==> src/rtl/matmul_c_drain.sv <==
// rtl/matmul_c_drain.sv - drains result BRAM C onto a valid/ready stream after matmul completes
//
// Ports:
//   clock       system clock, rising edge
//   reset       asynchronous, active-low reset
//   mm_done     completion pulse from matmul_top, sampled only while idle
//   c_rd_addr   registered read address to the C BRAM synchronous read port
//   c_rd_dout   C BRAM read data, valid one cycle after the BRAM registers the address
//   out_data    stream data (FIFO head)
//   out_valid   stream valid (FIFO not empty)
//   out_ready   stream ready from consumer
//   out_last    high with the final word of the matrix
//   busy        high from drain start until drain_done
//   drain_done  one-cycle pulse after the last word is accepted

module matmul_c_drain #(
    parameter int DATA_WIDTH  = 32,
    parameter int ADDR_WIDTH  = 10,
    parameter int MATRIX_SIZE = 8,
    parameter int FIFO_DEPTH  = 4
) (
    input  logic                  clock,
    input  logic                  reset,
    input  logic                  mm_done,
    output logic [ADDR_WIDTH-1:0] c_rd_addr,
    input  logic [DATA_WIDTH-1:0] c_rd_dout,
    output logic [DATA_WIDTH-1:0] out_data,
    output logic                  out_valid,
    input  logic                  out_ready,
    output logic                  out_last,
    output logic                  busy,
    output logic                  drain_done
);

    localparam int NUM_WORDS = MATRIX_SIZE * MATRIX_SIZE;
    localparam int IDX_W     = $clog2(NUM_WORDS) + 1;
    localparam int PTR_W     = $clog2(FIFO_DEPTH);
    localparam int CNT_W     = PTR_W + 1;

    localparam logic [IDX_W-1:0] LAST_IDX = IDX_W'(NUM_WORDS - 1);
    localparam logic [CNT_W:0]   DEPTH_C  = (CNT_W + 1)'(FIFO_DEPTH);

    generate
        if (NUM_WORDS > (1 << ADDR_WIDTH)) begin : g_addr_check
            $fatal(1, "matmul_c_drain: MATRIX_SIZE^2 exceeds the C BRAM address space");
        end
        if (FIFO_DEPTH < 4 || (FIFO_DEPTH & (FIFO_DEPTH - 1)) != 0) begin : g_depth_check
            $fatal(1, "matmul_c_drain: FIFO_DEPTH must be a power of two and at least 4");
        end
    endgenerate

    typedef enum logic [1:0] {
        S_IDLE,
        S_READ,
        S_DRAIN,
        S_DONE
    } state_t;

    state_t state_q, state_d;

    logic [IDX_W-1:0]      rd_idx_q, rd_idx_d;
    logic [ADDR_WIDTH-1:0] addr_q, addr_d;

    // Two-stage read pipe: stage 1 = address held in our register, stage 2 =
    // BRAM output register holds the word. Each stage carries its last tag.
    logic s1_q, s2_q, l1_q, l2_q;

    logic [DATA_WIDTH-1:0] mem_q      [FIFO_DEPTH];
    logic                  mem_last_q [FIFO_DEPTH];
    logic [PTR_W-1:0]      wr_ptr_q, rd_ptr_q;
    logic [CNT_W-1:0]      count_q, count_d;

    logic           push, pop, issue, in_read;
    logic [CNT_W:0] used;

    // ---------------- FSM: state register ----------------
    always_ff @(posedge clock or negedge reset) begin
        if (!reset) begin
            state_q <= S_IDLE;
        end else begin
            state_q <= state_d;
        end
    end

    // ---------------- FSM: next-state logic ----------------
    always_comb begin
        state_d = state_q;
        case (state_q)
            S_IDLE:  if (mm_done) state_d = S_READ;
            S_READ:  if (issue && rd_idx_q == LAST_IDX) state_d = S_DRAIN;
            // Looks at post-edge occupancy so drain_done follows the final
            // transfer by exactly one cycle. A word in stage 2 is already
            // counted in count_d; stage 1 moves to stage 2 this edge.
            S_DRAIN: if (count_d == '0 && !s1_q) state_d = S_DONE;
            S_DONE:  state_d = S_IDLE;
            default: state_d = S_IDLE;
        endcase
    end

    // ---------------- FSM: outputs ----------------
    always_comb begin
        busy       = 1'b0;
        drain_done = 1'b0;
        in_read    = 1'b0;
        case (state_q)
            S_READ: begin
                busy    = 1'b1;
                in_read = 1'b1;
            end
            S_DRAIN: busy       = 1'b1;
            S_DONE:  drain_done = 1'b1;
            default: ;
        endcase
    end

    // ---------------- Read issue with FIFO credit ----------------
    assign out_valid = (count_q != '0);
    assign pop       = out_valid && out_ready;
    assign push      = s2_q;

    // Slots committed after this edge if nothing new were issued; a pop at
    // this edge frees its slot immediately.
    assign used = {1'b0, count_q} + (CNT_W + 1)'(s1_q) + (CNT_W + 1)'(s2_q)
                  - (CNT_W + 1)'(pop);

    assign issue = in_read && (rd_idx_q <= LAST_IDX) && (used < DEPTH_C);

    always_comb begin
        rd_idx_d = rd_idx_q;
        addr_d   = addr_q;
        if (state_q == S_IDLE) begin
            rd_idx_d = '0;
        end else if (issue) begin
            rd_idx_d = rd_idx_q + IDX_W'(1);
            addr_d   = ADDR_WIDTH'(rd_idx_q);
        end
    end

    assign count_d = count_q + CNT_W'(push) - CNT_W'(pop);

    always_ff @(posedge clock or negedge reset) begin
        if (!reset) begin
            rd_idx_q <= '0;
            addr_q   <= '0;
            s1_q     <= 1'b0;
            s2_q     <= 1'b0;
            l1_q     <= 1'b0;
            l2_q     <= 1'b0;
        end else begin
            rd_idx_q <= rd_idx_d;
            addr_q   <= addr_d;
            s1_q     <= issue;
            l1_q     <= issue && (rd_idx_q == LAST_IDX);
            s2_q     <= s1_q;
            l2_q     <= l1_q;
        end
    end

    // ---------------- Output FIFO ----------------
    always_ff @(posedge clock or negedge reset) begin
        if (!reset) begin
            for (int i = 0; i < FIFO_DEPTH; i++) begin
                mem_q[i]      <= '0;
                mem_last_q[i] <= 1'b0;
            end
            wr_ptr_q <= '0;
            rd_ptr_q <= '0;
            count_q  <= '0;
        end else begin
            if (push) begin
                mem_q[wr_ptr_q]      <= c_rd_dout;
                mem_last_q[wr_ptr_q] <= l2_q;
                wr_ptr_q             <= wr_ptr_q + PTR_W'(1);
            end
            if (pop) begin
                rd_ptr_q <= rd_ptr_q + PTR_W'(1);
            end
            count_q <= count_d;
        end
    end

    assign c_rd_addr = addr_q;
    assign out_data  = mem_q[rd_ptr_q];
    assign out_last  = out_valid && mem_last_q[rd_ptr_q];

endmodule

==> config.mk <==
export PLATFORM = sky130hd
export DESIGN_NAME = matmul_c_drain
export DESIGN_NICKNAME = d
export VERILOG_FILES = /design/src/rtl/matmul_c_drain.sv
export SDC_FILE = /design/constraint.sdc
export NUM_CORES = 1
export LEC_CHECK = 0
export BUFFER_PORTS_ARGS = -buffer_cell sky130_fd_sc_hd__buf_2
export CAP_MARGIN = 20
export CORE_MARGIN = 4
export CORE_UTILIZATION = 58
export DETAILED_ROUTE_END_ITERATION = 7
export HOLD_SLACK_MARGIN = 0.08
export PLACE_DENSITY_LB_ADDON = 0.08
export SETUP_SLACK_MARGIN = 0.2
export SLEW_MARGIN = 20
export SYNTH_ARGS = -nofsm -noshare
export SYNTH_HDL_FRONTEND = slang
export SYNTH_SLANG_ARGS = --single-unit
export TNS_END_PERCENT = 10
==> constraint.sdc <==
create_clock -name clock -period 3.4 [get_ports clock]
set_input_delay 1.02 -clock clock [delete_from_list [all_inputs] [get_ports clock]]
set_output_delay 1.02 -clock clock [all_outputs]
set_load 0.01 [all_outputs]
==> Word level (Yosys, flattened, before mapping) <==
Index checks and enable logic that the tools add are counted.
W data, S select, Z words.
{ "op_classes": {"addsub": 8, "n_lt_le_gt_ge": 5, "n_eq_ne": 7, "n_mux": 21, "bitwise_logic": 3, "reduce_logical": 15} }
{ "op_table": {"columns": ["operator", "count"], "rows": [
  ["$bwmux W128", 1],
  ["$mux W32", 3],
  ["$bmux W32 S2", 1],
  ["$demux W32 S2", 1],
  ["$mux W7", 2],
  ["$pmux W2 S4", 1],
  ["$add A7 B1 Y7 const B", 1],
  ["$eq A7 B6 Y1 const B", 1],
  ["$le A7 B6 Y1 const B", 1],
  ["$logic_and A1 B1 Y1", 7],
  ["$ge A3 B3 Y1 const B", 2],
  ["$mux W1", 6],
  ["$mux W2", 3],
  ["$ne A2 B2 Y1 const B", 3],
  ["$not A2 Y3", 2],
  ["$add A2 B1 Y2 const B", 2],
  ["$add A3 B1 Y4", 1],
  ["$add A4 B1 Y4", 1],
  ["$bwmux W4", 1],
  ["$eq A2 B2 Y1 const B", 2],
  ["$lt A4 B3 Y1 const B", 1],
  ["$sub A4 B1 Y4", 1],
  ["$add A3 B1 Y3", 1],
  ["$logic_not A3 Y1", 1],
  ["13 further kinds", 13]
]} }
{ "word_totals": {"ff_bits": 159, "inputBits": 36, "out_inout_bits": 46, "elab_cells": 77} }

==> Depth between registers and ports, before layout <==
Gate-level depths: netlist (run 1).
{ "logic_depth": {"word_depth": 8, "mapped_depth": 12, "ltp_nobuf": 12} }

==> Worst setup path before layout (run 1) <==
Ideal clock, no wire load.
{ "synth_timing": {"kind": "input -> register", "start": "in out_ready", "end": "reg state_q[1]", "setup_ns": 0.125, "t_arrival_ns": 3.023, "required_time_ns": 3.275, "path_slack_ns": 0.252, "path_stages": 10, "n_path_buf": 0, "cell_sequence": "nand2_1 > xnor2_1 > ha_1 > inv_1 > fa_1 > inv_1 > o41ai_1 > nand3_1 > o22ai_1 > mux2_2"} }
{ "synth_rtl": {"columns": ["item", "line", "text"], "rows": [
  ["start: declaration", "29", "input logic out_ready,"],
  ["$logic_and A1 B1 Y1", "118", "assign pop = out_valid && out_ready;"],
  ["$sub A3 B1 Y3", "139", "assign count_d = count_q + CNT_W'(push) - CNT_W'(pop);"],
  ["net count_d[1]", "71", "logic [CNT_W-1:0] count_q, count_d;"],
  ["$logic_not A3 Y1", "94", "S_DRAIN: if (count_d == '0 && !s1_q) state_d = S_DONE;"],
  ["$logic_and A1 B1 Y1", "94", null],
  ["$ne A2 B2 Y1 (no line)", null, null],
  ["$reduce_and A3 Y1 (no line)", null, null],
  ["end signal: assignment", "81", "state_q <= state_d;"],
  ["end: declaration", "59", "state_t state_q, state_d;"]
]} }
The timed path passes the listed nets, and every way through them passes these cells.
A chain may end at the register's enable or synchronous reset.

==> Worst setup path after layout (run 1) <==
{ "layout_timing": {"start": "reg rd_ptr_q[0]", "end": "out out_data[26]"} }
{ "layout_between": {"elab_chain_len": 4} }
{ "layout_lines": {"columns": ["item", "line", "text"], "rows": [
  ["start: declaration", "70", "logic [PTR_W-1:0] wr_ptr_q, rd_ptr_q;"],
  ["start signal: assignment", "176", "rd_ptr_q <= rd_ptr_q + PTR_W'(1);"],
  ["$not A2 Y3 (implied by the code)", "183", "assign out_data = mem_q[rd_ptr_q];"],
  ["$bmux W32 S2", "183", null],
  ["$mux W32 (implied by the code) (2 in series)", "183", null],
  ["end: declaration", "27", "output logic [DATA_WIDTH-1:0] out_data,"]
]} }
Every way passes these cells. The select of a mux whose other input is x is not followed.

==> results of run 1 <==
[repair_timing]
action	in CTS	in global routing
pin swaps	0	0
setup endpoints to repair	3	1
resized for setup	1	1
[through the flow]
stage | TNS (ns) | power, mW | setup slack [ns]
after global routing | 0 | 9.08 | 0.237
after CTS | 0 | 8.65 | 0.312
after global placement | 0 | 6.49 | 0.0532
after detailed placement | -0.0507 | 6.66 | -0.0507
final | 0 | 8.55 | 0.364
after floorplan | 0 | 5.59 | 0.252
[cell families (layout without fill, tap and decap cells)]
kind of cell,after synthesis,in the layout,synth area share (%)
xor+xnor,8,8,0.989
flops,159,159,56.2
fa+ha+maj,14,14,2.58
simple gates,36,36,2.88
buf+inv,36,129,2.23
mux,174,174,33.2
other cells,1,4,0.0530
compound gates,16,16,1.89
[path summary, 6_finish.rpt]
path	startpoint	to	cells after the start
max in group asynchronous	reset	mem_q[94]	2
max reg2reg	count_q[1]	state_q[1]	12
max	rd_ptr_q[0]	out_data[26]	3
min in group asynchronous	reset	mem_q[103]	1
min	l1_q	l2_q	0
min reg2reg	l1_q	l2_q	0
[worst reg2reg max path: stages (launching register included)]
cell and delay, ns:
sky130_fd_sc_hd__dfrtp_1 0.41, sky130_fd_sc_hd__inv_1 0.09, sky130_fd_sc_hd__nand3_1 0.17, sky130_fd_sc_hd__nand2_1 0.16, sky130_fd_sc_hd__xnor2_1 0.14, sky130_fd_sc_hd__ha_1 0.16
sky130_fd_sc_hd__inv_1 0.04, sky130_fd_sc_hd__fa_1 0.48, sky130_fd_sc_hd__inv_1 0.05, sky130_fd_sc_hd__o41ai_1 0.44, sky130_fd_sc_hd__nand3_1 0.15, sky130_fd_sc_hd__o22ai_2 0.20
sky130_fd_sc_hd__mux2_2 0.36
[metal layers]
metal	up-vias	track usage, %
li1	1788	-
met1	2084	26.3
met2	68	33.5
met3	21	5.26
met4	0	8.33
met5	-	0
[cell usage in the layout, fill, tap and decap left out, types with 3 or more instances in the layout]
master and instances:
sky130_fd_sc_hd__nand2_1 6, sky130_fd_sc_hd__mux2_2 133, sky130_fd_sc_hd__conb_1 3, sky130_fd_sc_hd__buf_4 5, sky130_fd_sc_hd__nand3_1 7, sky130_fd_sc_hd__o21ai_0 3
sky130_fd_sc_hd__dfrtp_1 157, sky130_fd_sc_hd__clkbuf_8 4, sky130_fd_sc_hd__xor2_1 3, sky130_fd_sc_hd__xnor2_1 5, sky130_fd_sc_hd__nor2_1 6, sky130_fd_sc_hd__nand2_2 4
sky130_fd_sc_hd__inv_1 11, sky130_fd_sc_hd__o21a_1 3, sky130_fd_sc_hd__bufinv_16 3, sky130_fd_sc_hd__buf_12 3, sky130_fd_sc_hd__mux4_2 33, sky130_fd_sc_hd__clkinv_2 4
sky130_fd_sc_hd__clkbuf_16 17, sky130_fd_sc_hd__mux2_4 6, sky130_fd_sc_hd__ha_1 13, sky130_fd_sc_hd__buf_2 77
[synth_stat cells, drive strengths merged, types with 3 or more instances]
master	number	area [um2]
dfrtp	159	3980
mux2	139	1590
mux4	33	743
buf	19	93.8
ha	13	163
inv	11	41.3
nand2	10	37.5
nand3	7	35.0
clkbuf	6	22.5
nor2	6	22.5
xnor2	5	43.8
o21ai	4	23.8
nand2b	3	26.3
o21a	3	22.5
xor2	3	26.3
[power by group]
group | total (mW) | internal, mW | switching [mW]
sequential | 3.36 | 2.80 | 0.565
combinational | 3.24 | 1.92 | 1.32
clock | 1.94 | 1.23 | 0.717
[cell type report]
class	instances	area, um2	area share [%]
inverters	11	41.3	0.498
clock buffers	22	484	5.84
multi-input cells	251	2970	35.8
repair buffers	86	494	5.96
clock inverters	10	134	1.61
well taps	147	184	2.22
diodes	1	2.50	0.0302
flip-flops and latches	159	3980	48.0
[sequential cells by signal (all words and copies together), names as in the netlist]
register	flops
count_q	3
wr_ptr_q	2
state_q	2
s1_q	1
push	1
mem_q	128
l1_q	1
rd_idx_q	7
l2_q	1
mem_last_q	4
rd_ptr_q	2
c_rd_addr	7
==> impl_metrics.yaml, run 1 <==
run_status:
  outcome: "complete, no violations"
clock_tree:
  post-cts-setup-buffers: 0
  ctsHtreeMaxLevel: 4
  holdBufCountCts: 0
  cts_tree: "yes"
  clock_sink_count: 159
  clk_buf_depth: 2
  clock-root-buffer: "sky130_fd_sc_hd__clkbuf_16"
  tritoncts_buffer_count: 17
  worst_setup_hold_path_clk_slew_ns: 0.06
  clk_latency_ns: 0.42
yosys:
  post_synthesis_cell_area_um2: 7080
  asyncSetResetFlopFracSynth_pct: 100
  synth_cells: 444
  ys.flop_type: "sky130_fd_sc_hd__dfrtp_1"
  ys_seq_elements: 159
  ys.warnings.count: 0
  synth_seq_area_share_pct: 56.2
  syn_avg_cell_area_um2: 15.9
  yosysUniqueCellTypes: 39
  synth_enable_flop_cells: 0
sta:
  finalSetupViolCount: 0
  rsz0062_at_grt: "false"
  report.final.hold_viol_count: 0
  final_count_of_pins_violating_max_slew: 0
  max_slew_margin_pct: 33.3
  final.min_clock_period_ns: 3.04
  hold_ws_ns: 0.368
  worst_clock_skew_ns: 0.00482
  final.period_utilization_pct: 89.3
  worst_pin_slew_ns: 0.997
  fmax_mhz: 329
routing:
  drt_initial_violations: 167
  dr_wl_met2_um: 6620
  post_drt_wl_per_cell_um: 19.1
  routed_met3_length_um: 462
  drt-met1-wl_um: 5740
  totalWireLength_um: 13100
  vias_per_cell: 5.77
  first_pass_iters: 4
  vias: 3961
  drt_drc_violations_left: 0
  topRoutingLayerUsed: "met4"
  ant_nets: 0
worst_setup_path:
  worstSetupStartpointType: "flip-flop"
  critPathMaxFanout: 14
  crit_type: "reg2out"
  cp.required_ns: 2.38
  worst-path-buf-inv: 2
  critPathCaptureType: "primary output"
  cpMaxStageDelayCell: "sky130_fd_sc_hd__dfrtp_4"
  timing.critical_path.cells: "buf_4 > mux4_2 > buf_2"
  r2r_setup_slack_ns: 0.44
  cp_data_arrival_time_ns: 2.02
  cp_top_family: "flip-flops"
  critPathMaxStageDelay_ns: 0.63
final_layout:
  areaGrowthSynthToFinish_pct: 17.1
  final_util_pct: 69.3
  drive_above_1_share_pct: 56.2
  filler_cell_count: 821
  finalNetCount: 576
  fin_cells: 687
  post_layout_inst_area_um2: 8290
global_route:
  pin_count_of_the_biggest_net_entering_global_routing: 68
  global_route_wire_length_before_repair_um: 22400
  grt_pass1_vias: 4464
  antenna_violations_before_repair: 1
  leftover_overflow_at_the_end_of_global_routing: 0
  groute.usage.overall_pct: 20.5
placed_design:
  detailed_placer_s_ending_hpwl_um: 8430
  place_area_um2: 7660
  post-place-cells: 654
  gp_congestion: 0.744
  numPortBuffers: 78
worst_hold_path:
  hold_path_class: "reg2reg"
die:
  chipWidth_um: 119
  top_ports: 82
  floorplan.core_area_um2: 12000
  design.die.area_um2: 14000
  initial_core_utilization_pct: 59.2
  standard_cell_rows: 40
  die_height_um: 119
power:
  power.ir.vdd_worst_mv: 0.511
  powerDensity_nw_per_um2: 1030
  cellLeakagePower_nw: 3.74
job:
  drv_cap: 0
Power figures use the tool's default switching activity.
==> run 2, diff against run 1 <==
--- a/config.mk
+++ b/config.mk
@@ -7,6 +7,7 @@
 export LEC_CHECK = 0
 export BUFFER_PORTS_ARGS = -buffer_cell sky130_fd_sc_hd__buf_2
 export CAP_MARGIN = 20
+export CORE_ASPECT_RATIO = 0.9
 export CORE_MARGIN = 4
 export CORE_UTILIZATION = 58
 export DETAILED_ROUTE_END_ITERATION = 7
==> run 2 against run 1 <==
Total power up 0.34%. Sequential power down 1%. Fmax shrank 0.47%. First-iteration DRC count rose by 34%. Wire length up 1.5%. Register-to-register slack hardly changed. Clock power up 4%. Hold slack improved by 0.0013 ns. Non-clock buffer count grew 1.
==> impl_metrics.yaml, run 2 (synthesized netlist as in run 1, its figures left out) <==
sta:
  rsz0062_at_grt: "false"
  final.min_clock_period_ns: 3.05
  fmax_mhz: 328
  max_slew_margin_pct: 34.0
  final.period_utilization_pct: 89.7
  finalSetupViolCount: 0
  report.final.hold_viol_count: 0
  final_critical_path_setup_slack_ns: 0.350
  final_count_of_pins_violating_max_slew: 0
  worst_pin_slew_ns: 0.986
  worst_clock_skew_ns: 0.00628
final_layout:
  mostFrequentLayoutCells: "sky130_fd_sc_hd__dfrtp_1 (157), sky130_fd_sc_hd__mux2_2 (133), sky130_fd_sc_hd__buf_2 (77), sky130_fd_sc_hd__mux4_2 (33), sky130_fd_sc_hd__clkbuf_16 (17)"
  register_area_um2: 3980
  fin_cells: 699
  antenna-diode-count: 0
  layout_commonest_cell: "sky130_fd_sc_hd__dfrtp_1"
  filler_cell_count: 811
  largest_register: "mem_q"
  finalNetCount: 577
  multiInputGateArea_um2: 2970
  largest_register_ff_count: 128
  post_layout_inst_area_um2: 8300
  areaGrowthSynthToFinish_pct: 17.2
  drive_above_1_share_pct: 56.2
routing:
  topRoutingLayerUsed: "met4"
  drt_initial_violations: 224
  totalWireLength_um: 13300
  vias: 3948
  ant_nets: 0
  drt-met1-wl_um: 6170
  post_drt_wl_per_cell_um: 19.0
  drt_drc_violations_left: 0
  first_pass_iters: 4
  vias_per_cell: 5.65
  dr_wl_met2_um: 6430
  routed_met3_length_um: 492
die:
  initial_core_utilization_pct: 59.1
  design.die.area_um2: 14000
  standard_cell_rows: 38
  top_ports: 82
  die_height_um: 113
  chipWidth_um: 124
  floorplan.core_area_um2: 12000
global_route:
  pin_count_of_the_biggest_net_entering_global_routing: 72
  leftover_overflow_at_the_end_of_global_routing: 0
  antenna_violations_before_repair: 0
  groute.usage.overall_pct: 20.3
  global_route_wire_length_before_repair_um: 22300
  grt_pass1_vias: 4333
placed_design:
  detailedPlace.worstSlack_ns: -0.0565
  gp_congestion: 0.734
  detailed_placer_s_ending_hpwl_um: 8660
  post-place-cells: 668
  numPortBuffers: 78
  place_area_um2: 7660
run_status:
  outcome: "complete, no violations"
clock_tree:
  worst_setup_hold_path_clk_slew_ns: 0.06
  clk_buf_depth: 2
  cts_tree: "yes"
  clk_latency_ns: 0.42
  ctsHtreeMaxLevel: 4
  clock_sink_count: 159
  tritoncts_buffer_count: 17
  clock-root-buffer: "sky130_fd_sc_hd__clkbuf_16"
worst_setup_path:
  r2r_setup_slack_ns: 0.43
  worstReg2RegEnd: "state_q[1]"
  critPathMaxFanout: 15
  worstSetupStartpointType: "flip-flop"
  cp.required_ns: 2.38
  crit_type: "reg2out"
  r2r.worst_path.cells: 12
  r2r_start: "count_q[1]"
  critPathCaptureType: "primary output"
  cp_data_arrival_time_ns: 2.03
worst_hold_path:
  hold_path_class: "reg2reg"
  hold_path.startpoint: "l1_q"
  min_delay_path_depth: 0
  worst_hold_path.endpoint: "l2_q"
power:
  powerDensity_nw_per_um2: 1030
  power.ir.vdd_worst_mv: 0.658
  totalPowerFinal_mw: 8.58
  cellLeakagePower_nw: 3.74
job:
  drv_cap: 0
## run 2: changes by cell type in the layout (fill, tap and decap cells not counted), sizes merged
cell	delta
bufinv	+1
diode	-1
buf	+1
clkinvlp	-1
clkbuf	-1
## run 2: per-stage QoR
step	TNS [ns]	hold WS (ns)	utilization [%]
after floorplan	0	0.331	-
after detailed placement	-0.0565	0.357	64.0
after global routing	0	0.369	69.3
after CTS	0	0.371	69.2
final	0	0.369	69.3
after global placement	0	0.355	64.0
## run 2: area by class of cell
| cell class | count | share of cell area, % |
|---|---|---|
| Timing Repair Buffer | 87 | 5.74 |
| Clock inverter | 10 | 1.93 |
| Inverter | 11 | 0.497 |
| Multi-Input combinational cell | 251 | 35.8 |
| Tap cell | 160 | 2.41 |
| Clock buffer | 21 | 5.67 |
| Sequential cell | 159 | 48.0 |
## run 2: where the power goes
group / internal, mW / switching (mW)
Combinational: 1.90 / 1.36
Sequential: 2.79 / 0.519
Clock: 1.28 / 0.728
Total: 5.97 / 2.61
## run 2: routing by layer
layer | vias up | global-route usage (%)
li1 | 1794 | -
met1 | 2069 | 27.5
met2 | 69 | 32.3
met3 | 16 | 5.19
met4 | 0 | 7.60
met5 | - | 0
## run 2: worst max-delay path, stage by stage, from the launching register on
cell	delay (ns)
sky130_fd_sc_hd__dfrtp_2	0.50
sky130_fd_sc_hd__buf_4	0.36
sky130_fd_sc_hd__mux4_2	0.58
sky130_fd_sc_hd__buf_2	0.16
## run 2: repair_timing
item	CTS	global route
hold buffers	0	0
setup endpoints to repair	0	1
buffers inserted	0	0
resized for setup	0	1
## run 2: how the worst max path moves through the flow
stage / start / endpoint / slack [ns] / cells past startpoint
6_report: rd_ptr_q[0] / out_data[1] / 0.35 / 3
5_1_grt: count_q[1] / state_q[1] / 0.18 / 12
4_1_cts: rd_ptr_q[0] / out_data[1] / 0.29 / 3
3_5_place_dp: out_ready / state_q[1] / -0.06 / 11
3_3_place_gp: out_ready / state_q[1] / 0.08 / 11
2_1_floorplan: out_ready / state_q[1] / 0.25 / 10
